[src/rtl/yl3_serial_receiver.sv]
// ---------------------------------------------------------------------------
// yl3_serial_receiver
//   Receive side of the YL-3 dual-74HC595 serial link (SER / SRCLK / RCLK).
//   The three asynchronous pins are synchronized into the CLK domain. Each
//   16-bit frame {position, segments} is rebuilt MSB first and presented with
//   a one-cycle VALID strobe.
//
//   Optional feature macro: YL3_RX_DIGIT_MEM_EN
//     defined   : an 8x8 digit memory captures the segments of every clean
//                 frame at the digit it addresses; RD_DATA = mem[RD_ADDR].
//     undefined : no memory; RD_DATA is tied to 8'hFF and RD_ADDR is ignored.
//
//   Output handshake: VALID is a one-cycle strobe with no ready/back-pressure.
//   DATA_OUT, SEG_OUT, DIGIT_IDX, FRAME_ERR and POS_ERR are meaningful in the
//   VALID cycle; DATA_OUT/SEG_OUT/DIGIT_IDX then hold until the next VALID,
//   while FRAME_ERR/POS_ERR return to 0. The consumer must capture the frame
//   in the VALID cycle.
// ---------------------------------------------------------------------------
module yl3_serial_receiver #(
  parameter int SYNC_STAGES = 2,  // legal range 2..4
  parameter int FRAME_BITS  = 16
) (
  input  logic                  CLK,
  input  logic                  RST_N,
  input  logic                  SER_IN,
  input  logic                  SRCLK_IN,
  input  logic                  RCLK_IN,
  output logic [FRAME_BITS-1:0] DATA_OUT,
  output logic                  VALID,
  output logic                  FRAME_ERR,
  output logic                  POS_ERR,
  output logic [2:0]            DIGIT_IDX,
  output logic [7:0]            SEG_OUT,
  input  logic [2:0]            RD_ADDR,
  output logic [7:0]            RD_DATA
);

  // -------------------------------------------------------------------------
  // Pin synchronizers and edge-detect history
  // -------------------------------------------------------------------------
  logic [SYNC_STAGES-1:0] ser_sync;
  logic [SYNC_STAGES-1:0] srclk_sync;
  logic [SYNC_STAGES-1:0] rclk_sync;
  logic                   srclk_hist;
  logic                   rclk_hist;

  logic ser_s;
  logic srclk_s;
  logic rclk_s;
  logic srclk_rise;
  logic rclk_rise;

  // Flop chains bring each pin into CLK; all three share the same latency so
  // the order of pin events is preserved.
  always_ff @(posedge CLK or negedge RST_N) begin
    if (!RST_N) begin
      ser_sync   <= '0;
      srclk_sync <= '0;
      rclk_sync  <= '0;
    end else begin
      ser_sync   <= {ser_sync[SYNC_STAGES-2:0],   SER_IN};
      srclk_sync <= {srclk_sync[SYNC_STAGES-2:0], SRCLK_IN};
      rclk_sync  <= {rclk_sync[SYNC_STAGES-2:0],  RCLK_IN};
    end
  end

  // One history flop per clock pin turns the synchronized level into a
  // single-cycle rising-edge event.
  always_ff @(posedge CLK or negedge RST_N) begin
    if (!RST_N) begin
      srclk_hist <= 1'b0;
      rclk_hist  <= 1'b0;
    end else begin
      srclk_hist <= srclk_s;
      rclk_hist  <= rclk_s;
    end
  end

  assign ser_s      = ser_sync[SYNC_STAGES-1];
  assign srclk_s    = srclk_sync[SYNC_STAGES-1];
  assign rclk_s     = rclk_sync[SYNC_STAGES-1];
  assign srclk_rise = srclk_s & ~srclk_hist;
  assign rclk_rise  = rclk_s & ~rclk_hist;

  // -------------------------------------------------------------------------
  // Shift register and bit counter
  // -------------------------------------------------------------------------
  logic [FRAME_BITS-1:0] shift_q;
  logic [4:0]            bit_cnt;
  logic [4:0]            cnt_inc;

  // Count of bits since the last latch, saturating so very long frames can
  // never wrap back onto a "correct" count.
  assign cnt_inc = (bit_cnt == 5'd31) ? 5'd31 : bit_cnt + 5'd1;

  // SRCLK shifts SER in at the LSB end; the oldest bits fall off the top, so
  // an over-long frame keeps only its last FRAME_BITS bits. On RCLK the count
  // restarts; if SRCLK rose in the same cycle that bit belongs to the next
  // frame, so the count restarts at 1 (74HC595 behaviour with tied clocks).
  always_ff @(posedge CLK or negedge RST_N) begin
    if (!RST_N) begin
      shift_q <= '0;
      bit_cnt <= '0;
    end else begin
      if (srclk_rise) begin
        shift_q <= {shift_q[FRAME_BITS-2:0], ser_s};
      end
      if (rclk_rise) begin
        bit_cnt <= srclk_rise ? 5'd1 : 5'd0;
      end else if (srclk_rise) begin
        bit_cnt <= cnt_inc;
      end
    end
  end

  // -------------------------------------------------------------------------
  // Position decode of the frame being latched
  // -------------------------------------------------------------------------
  logic [7:0] pos_bits;
  logic [3:0] pos_cnt;
  logic [2:0] pos_idx;
  logic       pos_bad;
  logic       cnt_bad;

  assign pos_bits = shift_q[FRAME_BITS-1:FRAME_BITS-8];

  // Count set position bits and remember the index of the set one; the index
  // is only trusted when exactly one bit is set.
  always_comb begin
    pos_cnt = 4'd0;
    pos_idx = 3'd0;
    for (int i = 0; i < 8; i++) begin
      if (pos_bits[i]) begin
        pos_cnt = pos_cnt + 4'd1;
        pos_idx = 3'(i);
      end
    end
  end

  assign pos_bad = (pos_cnt != 4'd1);
  // Evaluated on the pre-increment count, which is what a same-cycle SRCLK
  // edge requires as well.
  assign cnt_bad = (bit_cnt != 5'(FRAME_BITS));

  // -------------------------------------------------------------------------
  // Output registers
  // -------------------------------------------------------------------------
  // On RCLK the pre-shift register contents are latched; status strobes only
  // accompany VALID and otherwise sit at 0.
  always_ff @(posedge CLK or negedge RST_N) begin
    if (!RST_N) begin
      DATA_OUT  <= '0;
      SEG_OUT   <= '0;
      DIGIT_IDX <= '0;
      VALID     <= 1'b0;
      FRAME_ERR <= 1'b0;
      POS_ERR   <= 1'b0;
    end else begin
      VALID     <= rclk_rise;
      FRAME_ERR <= rclk_rise & cnt_bad;
      POS_ERR   <= rclk_rise & pos_bad;
      if (rclk_rise) begin
        DATA_OUT  <= shift_q;
        SEG_OUT   <= shift_q[7:0];
        DIGIT_IDX <= pos_bad ? 3'd0 : pos_idx;
      end
    end
  end

  // -------------------------------------------------------------------------
  // Optional digit memory
  // -------------------------------------------------------------------------
`ifdef YL3_RX_DIGIT_MEM_EN
  logic [7:0] digit_mem [8];

  // Clean frames store their segments at the digit they address; frames with
  // either error flag leave the memory untouched. Reset blanks every digit.
  always_ff @(posedge CLK or negedge RST_N) begin
    if (!RST_N) begin
      for (int i = 0; i < 8; i++) begin
        digit_mem[i] <= 8'hFF;
      end
    end else if (VALID && !POS_ERR && !FRAME_ERR) begin
      digit_mem[DIGIT_IDX] <= SEG_OUT;
    end
  end

  assign RD_DATA = digit_mem[RD_ADDR];
`else
  logic unused_rd_addr;

  // Without the memory every digit reads as blank.
  assign unused_rd_addr = ^RD_ADDR;
  assign RD_DATA        = 8'hFF;
`endif

endmodule

[config.mk]
export PLATFORM = sky130hd
export DESIGN_NAME = yl3_serial_receiver
export DESIGN_NICKNAME = d
export VERILOG_FILES = /design/src/rtl/yl3_serial_receiver.sv
export SDC_FILE = /design/constraint.sdc
export NUM_CORES = 1
export LEC_CHECK = 0
export BUFFER_PORTS_ARGS = -buffer_cell sky130_fd_sc_hd__buf_2
export CORE_MARGIN = 1.5
export CORE_UTILIZATION = 45
export DETAILED_ROUTE_END_ITERATION = 10
export PLACE_DENSITY = 0.68
export SLEW_MARGIN = 20
export SYNTH_ARGS = -nofsm -noshare
export SYNTH_HDL_FRONTEND = slang
export SYNTH_SLANG_ARGS = --single-unit
[constraint.sdc]
create_clock -name CLK -period 9.5 [get_ports CLK]
set_clock_uncertainty 0.2 [all_clocks]
set_input_delay 2.85 -clock CLK [delete_from_list [all_inputs] [get_ports CLK]]
set_output_delay 2.85 -clock CLK [all_outputs]
set_load 0.01 [all_outputs]
==> summary.md <==
| Metric | Value |
|---|---|
| Result of the run | finished, final reports clean |
| Average detailed-routed wire length per instance | around 12 microns |
| Vias/cell | 4.99 |
| Cts bufs inserted | 5 |
| Fill cells | 520 |
| Placed standard-cell area | 0.00265 sq mm |
| Clock network power share | 0.152 |
| Combinational power share | 0.469 |
| Proportion of layout cells with a drive suffix above 1 | 0.228 |
| CP max stage cell | sky130_fd_sc_hd__dfrtp_1 |
| Total of warnings raised by yosys | 0 |
| Nature of the critical path endpoint | register |
| Number of nets still failing antenna checks after routing | 0 |
| Reg2Reg Capture Point | DIGIT_IDX[0] |
| Max stage delay on crit path | around 0.38 ns |
| Library cell occupying the most area in the post-synthesis netlist | sky130_fd_sc_hd__dfrtp_1 |
| Root buffer cell | sky130_fd_sc_hd__clkbuf_8 |
| Number of maximum-capacitance violations | 0 |
| Insertion delay to the later sink of the worst-skew pair | roughly 0.30 ns |
| Starting density of the core | 0.461 |
| Classification of the worst setup path | register to register |
| Peak supply drop | roughly 0.15 mV |
| Reg-to-reg startpoint | shift_q[8] |
| I/O pin count | between 40 and 50 |
| Number of buffers inserted by hold repair at cts | 0 |
| Switching pwr | 0.339 mW |
| Die height | between 70 and 80 microns |
| Top cell family by delay on the critical path | adder cells |
| Switching power share of the total | 0.396 |
| Most common cell on crit path | sky130_fd_sc_hd__ha_1 |
| Number of enable-type register cells in the synthesized netlist | 0 |
| Share of Yosys cell area claimed by the top area cell type | 0.506 |
| Area added between synthesis and finish | 8.97% |
| Drt drc | 0 |
| Die span in x | 77.9 microns |
| Max-slew violations | 0 |
| Endpoints failing setup | 0 |
| Fmax | between 0.2 and 0.25 GHz |
| Seq/Total Area, Yosys | 0.506 |
| Detailed-router iteration count before antenna repair | 4 |
| Static Leak | approximately 1.4 nW |
| Pin count of the biggest net entering global routing | 52 |
| Area of the placeable core | roughly 0.0055 sq mm |
| Number of levels the H-tree was split into | 2 |
| GR Overflow Total | 0 |
| Placed wire-length estimate after detailed placement | approximately 2900 microns |
| Fin crit period | around 4.6 ns |
| Summed instance area of the synthesized netlist | 0.00252 sq mm |
| Min-delay worst type | register to register |
| Cell types occupying the most area after synthesis | sky130_fd_sc_hd__dfrtp_1 (51%), sky130_fd_sc_hd__nand2_1 (8.3%), sky130_fd_sc_hd__mux2_2 (5.8%), sky130_fd_sc_hd__buf_4 (4.8%), sky130_fd_sc_hd__ha_1 (4.5%) |
| Sink Count | 51 |
| Number of cells on the worst hold path | 0 |
| Flop and latch count out of synthesis | between 50 and 60 |
| Floorplan row count | 27 |
| Vias in the first global route | between 1500 and 2000 |
| CTS max path bufs | 2 |
| Final routed wirelength across all metal layers | between 4000 and 5000 microns |
| Mean Syn Cell Area | between 10 and 15 sq um |
| Hold path startpoint | ser_sync[0] |
| N_diodes | 0 |
| Die area | ~0.0061 sq mm |
| Relative contribution of sequential cells to total power | 0.379 |
| Initial antenna violation count | 0 |
| Number of buffers added on ports | 34 |
| Rel. slew slack | 0.279 |
| Critical path buffer and inverter count | 2 |
| Sequential Area | around 0.0013 sq mm |
| Required time at the endpoint of the critical path | 9.50 ns |
| Setup crit start kind | register |
| Detailed Route Iter0 Violations | 68 |
| Fin Setup TNS | 0 ns |
| Clock-pin slew reported for the worst setup and hold paths after clock tree synthesis | ~0.090 ns |
| Critical path fanouts, max | 5 |
| CTS resizes | 0 |
| Hold Violations, Final | 0 |
| Fin crit share | 0.488 |
| Share of synthesized flip-flops with an asynchronous set or reset | 1.00 |
| Setup slack of the worst register-to-register path | 4.87 ns |
| Number of nets in the finished design | 288 |
| Worst Max-Slew Pin Slew | about 1.1 ns |
| Start point of the critical path | shift_q[8] |
| Clock tree from TritonCTS | yes |
| Total power divided by cell area | a little over 300 mW/mm^2 |
| Vias post-DR | between 1500 and 2000 |
| Worst hold slack | 0.158 ns |
| Global-route wire length before repair | 7370 microns |
| P_int | between 0.5 and 0.6 mW |
| Most used DFF post-synth | sky130_fd_sc_hd__dfrtp_1 |
| Number of distinct standard cells referenced by the synthesized netlist | 44 |
| Syn Inst Count | ~250 |
| Critical path, cell by cell | inv_1, ha_1, xnor2_1, inv_1, ha_1, nand2_1, o21ai_0, ha_1, mux2_2, ha_1, nand2_1, o211ai_1, ha_1, nor2_1, nor2_1, ha_1, nand2_1, xnor2_1, xnor3_1, and2_2, nand2_2, o41ai_1 |
| Multi-input gate area | ~0.0011 sq mm |
| Routability cong. | ~0.79 |
| Post-layout instance area | approximately 0.0028 sq mm |
| Global-route usage over all layers | 0.155 |
| # Post-CTS Setup Buffers | 0 |
| Data arrival time of the critical path | about 4.6 ns |
| Unrepaired setup endpoints after global routing | false |
| Count of cells along the worst register-to-register path | 22 |
| Worst hold path endpoint | ser_sync[1] |
==> power by group through the flow <==
stage          Sequential (mW)  Combinational [mW]  Clock [mW]
6_report                 0.325               0.402       0.130
5_1_grt                  0.335               0.451       0.143
4_1_cts                  0.326               0.408       0.136
3_5_place_dp             0.330               0.406           0
3_3_place_gp             0.327               0.391           0
2_1_floorplan            0.319               0.329           0
==> worst reg2reg max path, cell delays in order (launching register included) <==
cell	delay [ns]
sky130_fd_sc_hd__dfrtp_1	0.38
sky130_fd_sc_hd__inv_1	0.08
sky130_fd_sc_hd__ha_1	0.37
sky130_fd_sc_hd__xnor2_1	0.22
sky130_fd_sc_hd__inv_1	0.06
sky130_fd_sc_hd__ha_1	0.28
sky130_fd_sc_hd__nand2_1	0.08
sky130_fd_sc_hd__o21ai_0	0.12
sky130_fd_sc_hd__ha_1	0.35
sky130_fd_sc_hd__mux2_2	0.28
sky130_fd_sc_hd__ha_1	0.30
sky130_fd_sc_hd__nand2_1	0.08
sky130_fd_sc_hd__o211ai_1	0.18
sky130_fd_sc_hd__ha_1	0.29
sky130_fd_sc_hd__nor2_1	0.13
sky130_fd_sc_hd__nor2_1	0.07
sky130_fd_sc_hd__ha_1	0.18
sky130_fd_sc_hd__nand2_1	0.08
sky130_fd_sc_hd__xnor2_1	0.12
sky130_fd_sc_hd__xnor3_1	0.14
sky130_fd_sc_hd__and2_2	0.15
sky130_fd_sc_hd__nand2_2	0.06
sky130_fd_sc_hd__o41ai_1	0.32
==> registers in the layout, indices dropped and copies added (netlist names) <==
signal,flops
srclk_hist,1
DIGIT_IDX,3
VALID,1
ser_sync,2
shift_q,16
bit_cnt,5
DATA_OUT,16
POS_ERR,1
rclk_sync,2
rclk_hist,1
srclk_sync,2
FRAME_ERR,1
==> placed cells by master, fill, tap and decap left out, types with 2 or more instances in the layout <==
cell type	netlist	final
sky130_fd_sc_hd__xnor2_1	8	8
sky130_fd_sc_hd__mux2_2	13	13
sky130_fd_sc_hd__o41ai_1	2	2
sky130_fd_sc_hd__inv_1	13	13
sky130_fd_sc_hd__a21oi_1	5	5
sky130_fd_sc_hd__a41oi_1	2	2
sky130_fd_sc_hd__a31oi_1	4	4
sky130_fd_sc_hd__o21ai_0	12	12
sky130_fd_sc_hd__nand4_1	2	2
sky130_fd_sc_hd__nor2_1	9	9
sky130_fd_sc_hd__buf_2	2	33
sky130_fd_sc_hd__a221oi_1	2	2
sky130_fd_sc_hd__buf_4	16	2
sky130_fd_sc_hd__clkbuf_8	0	6
sky130_fd_sc_hd__and2_1	2	2
sky130_fd_sc_hd__ha_1	9	9
sky130_fd_sc_hd__conb_1	1	8
sky130_fd_sc_hd__o21a_1	2	2
sky130_fd_sc_hd__o211ai_1	2	2
sky130_fd_sc_hd__dfrtp_1	51	51
sky130_fd_sc_hd__o21ai_1	2	2
sky130_fd_sc_hd__xnor3_1	2	2
sky130_fd_sc_hd__nand2_1	56	56
sky130_fd_sc_hd__nand3_1	3	3
==> cell families after synthesis <==
| group | synth area share |
|---|---|
| simple gates | 0.139 |
| flops | 0.506 |
| buf+inv | 0.0887 |
| compound gates | 0.104 |
| mux | 0.0580 |
| xor+xnor | 0.0585 |
| fa+ha+maj | 0.0446 |
| other cells | 0.00149 |
==> how the worst max path moves through the flow <==
stage / end / slack (ns) / cells past startpoint
finish: DIGIT_IDX[0] / 4.87 / 22
global route: DIGIT_IDX[0] / 4.44 / 22
detailed placement: DIGIT_IDX[2] / 4.85 / 22
CTS: DIGIT_IDX[0] / 4.82 / 22
global placement: DIGIT_IDX[0] / 4.94 / 22
floorplan: DIGIT_IDX[0] / 5.27 / 22
==> cell usage after synthesis (2+ instances only) <==
| cell type | count |
|---|---|
| sky130_fd_sc_hd__nand2_1 | 56 |
| sky130_fd_sc_hd__dfrtp_1 | 51 |
| sky130_fd_sc_hd__buf_4 | 16 |
| sky130_fd_sc_hd__inv_1 | 13 |
| sky130_fd_sc_hd__mux2_2 | 13 |
| sky130_fd_sc_hd__o21ai_0 | 12 |
| sky130_fd_sc_hd__clkbuf_1 | 11 |
| sky130_fd_sc_hd__ha_1 | 9 |
| sky130_fd_sc_hd__nor2_1 | 9 |
| sky130_fd_sc_hd__xnor2_1 | 8 |
| sky130_fd_sc_hd__a21oi_1 | 5 |
| sky130_fd_sc_hd__a31oi_1 | 4 |
| sky130_fd_sc_hd__nand3_1 | 3 |
| sky130_fd_sc_hd__a221oi_1 | 2 |
| sky130_fd_sc_hd__a41oi_1 | 2 |
| sky130_fd_sc_hd__and2_1 | 2 |
| sky130_fd_sc_hd__buf_2 | 2 |
| sky130_fd_sc_hd__nand4_1 | 2 |
| sky130_fd_sc_hd__o211ai_1 | 2 |
| sky130_fd_sc_hd__o21a_1 | 2 |
| sky130_fd_sc_hd__o21ai_1 | 2 |
| sky130_fd_sc_hd__o41ai_1 | 2 |
| sky130_fd_sc_hd__xnor3_1 | 2 |
==> cell type report <==
type / count / area share
sequential: 51 / 0.464
multi-input combinational: 164 / 0.383
timing repair buffer: 35 / 0.0655
tap: 72 / 0.0328
clock buffer: 6 / 0.0300
inverter: 14 / 0.0191
clock inverter: 2 / 0.00591
==> stage by stage <==
| stage | instances | power (mW) | util | setup WS, ns |
|---|---|---|---|---|
| floorplan | 258 | 0.648 | - | 5.27 |
| global placement | 336 | 0.719 | 0.484 | 4.94 |
| finish | 344 | 0.857 | 0.503 | 4.87 |
| detailed placement | 336 | 0.736 | 0.484 | 4.85 |
| CTS | 344 | 0.870 | 0.502 | 4.82 |
| global route | 344 | 0.929 | 0.503 | 4.44 |
==> metal layers <==
metal,GRT usage,part of all wire,up-vias
li1,-,-,848
met1,0.202,0.49,823
met2,0.250,0.45,38
met3,0.0353,0.038,7
met5,0,0,-
met4,0.0618,0.015,0
Note: power is estimated with default switching activity, not from simulation.
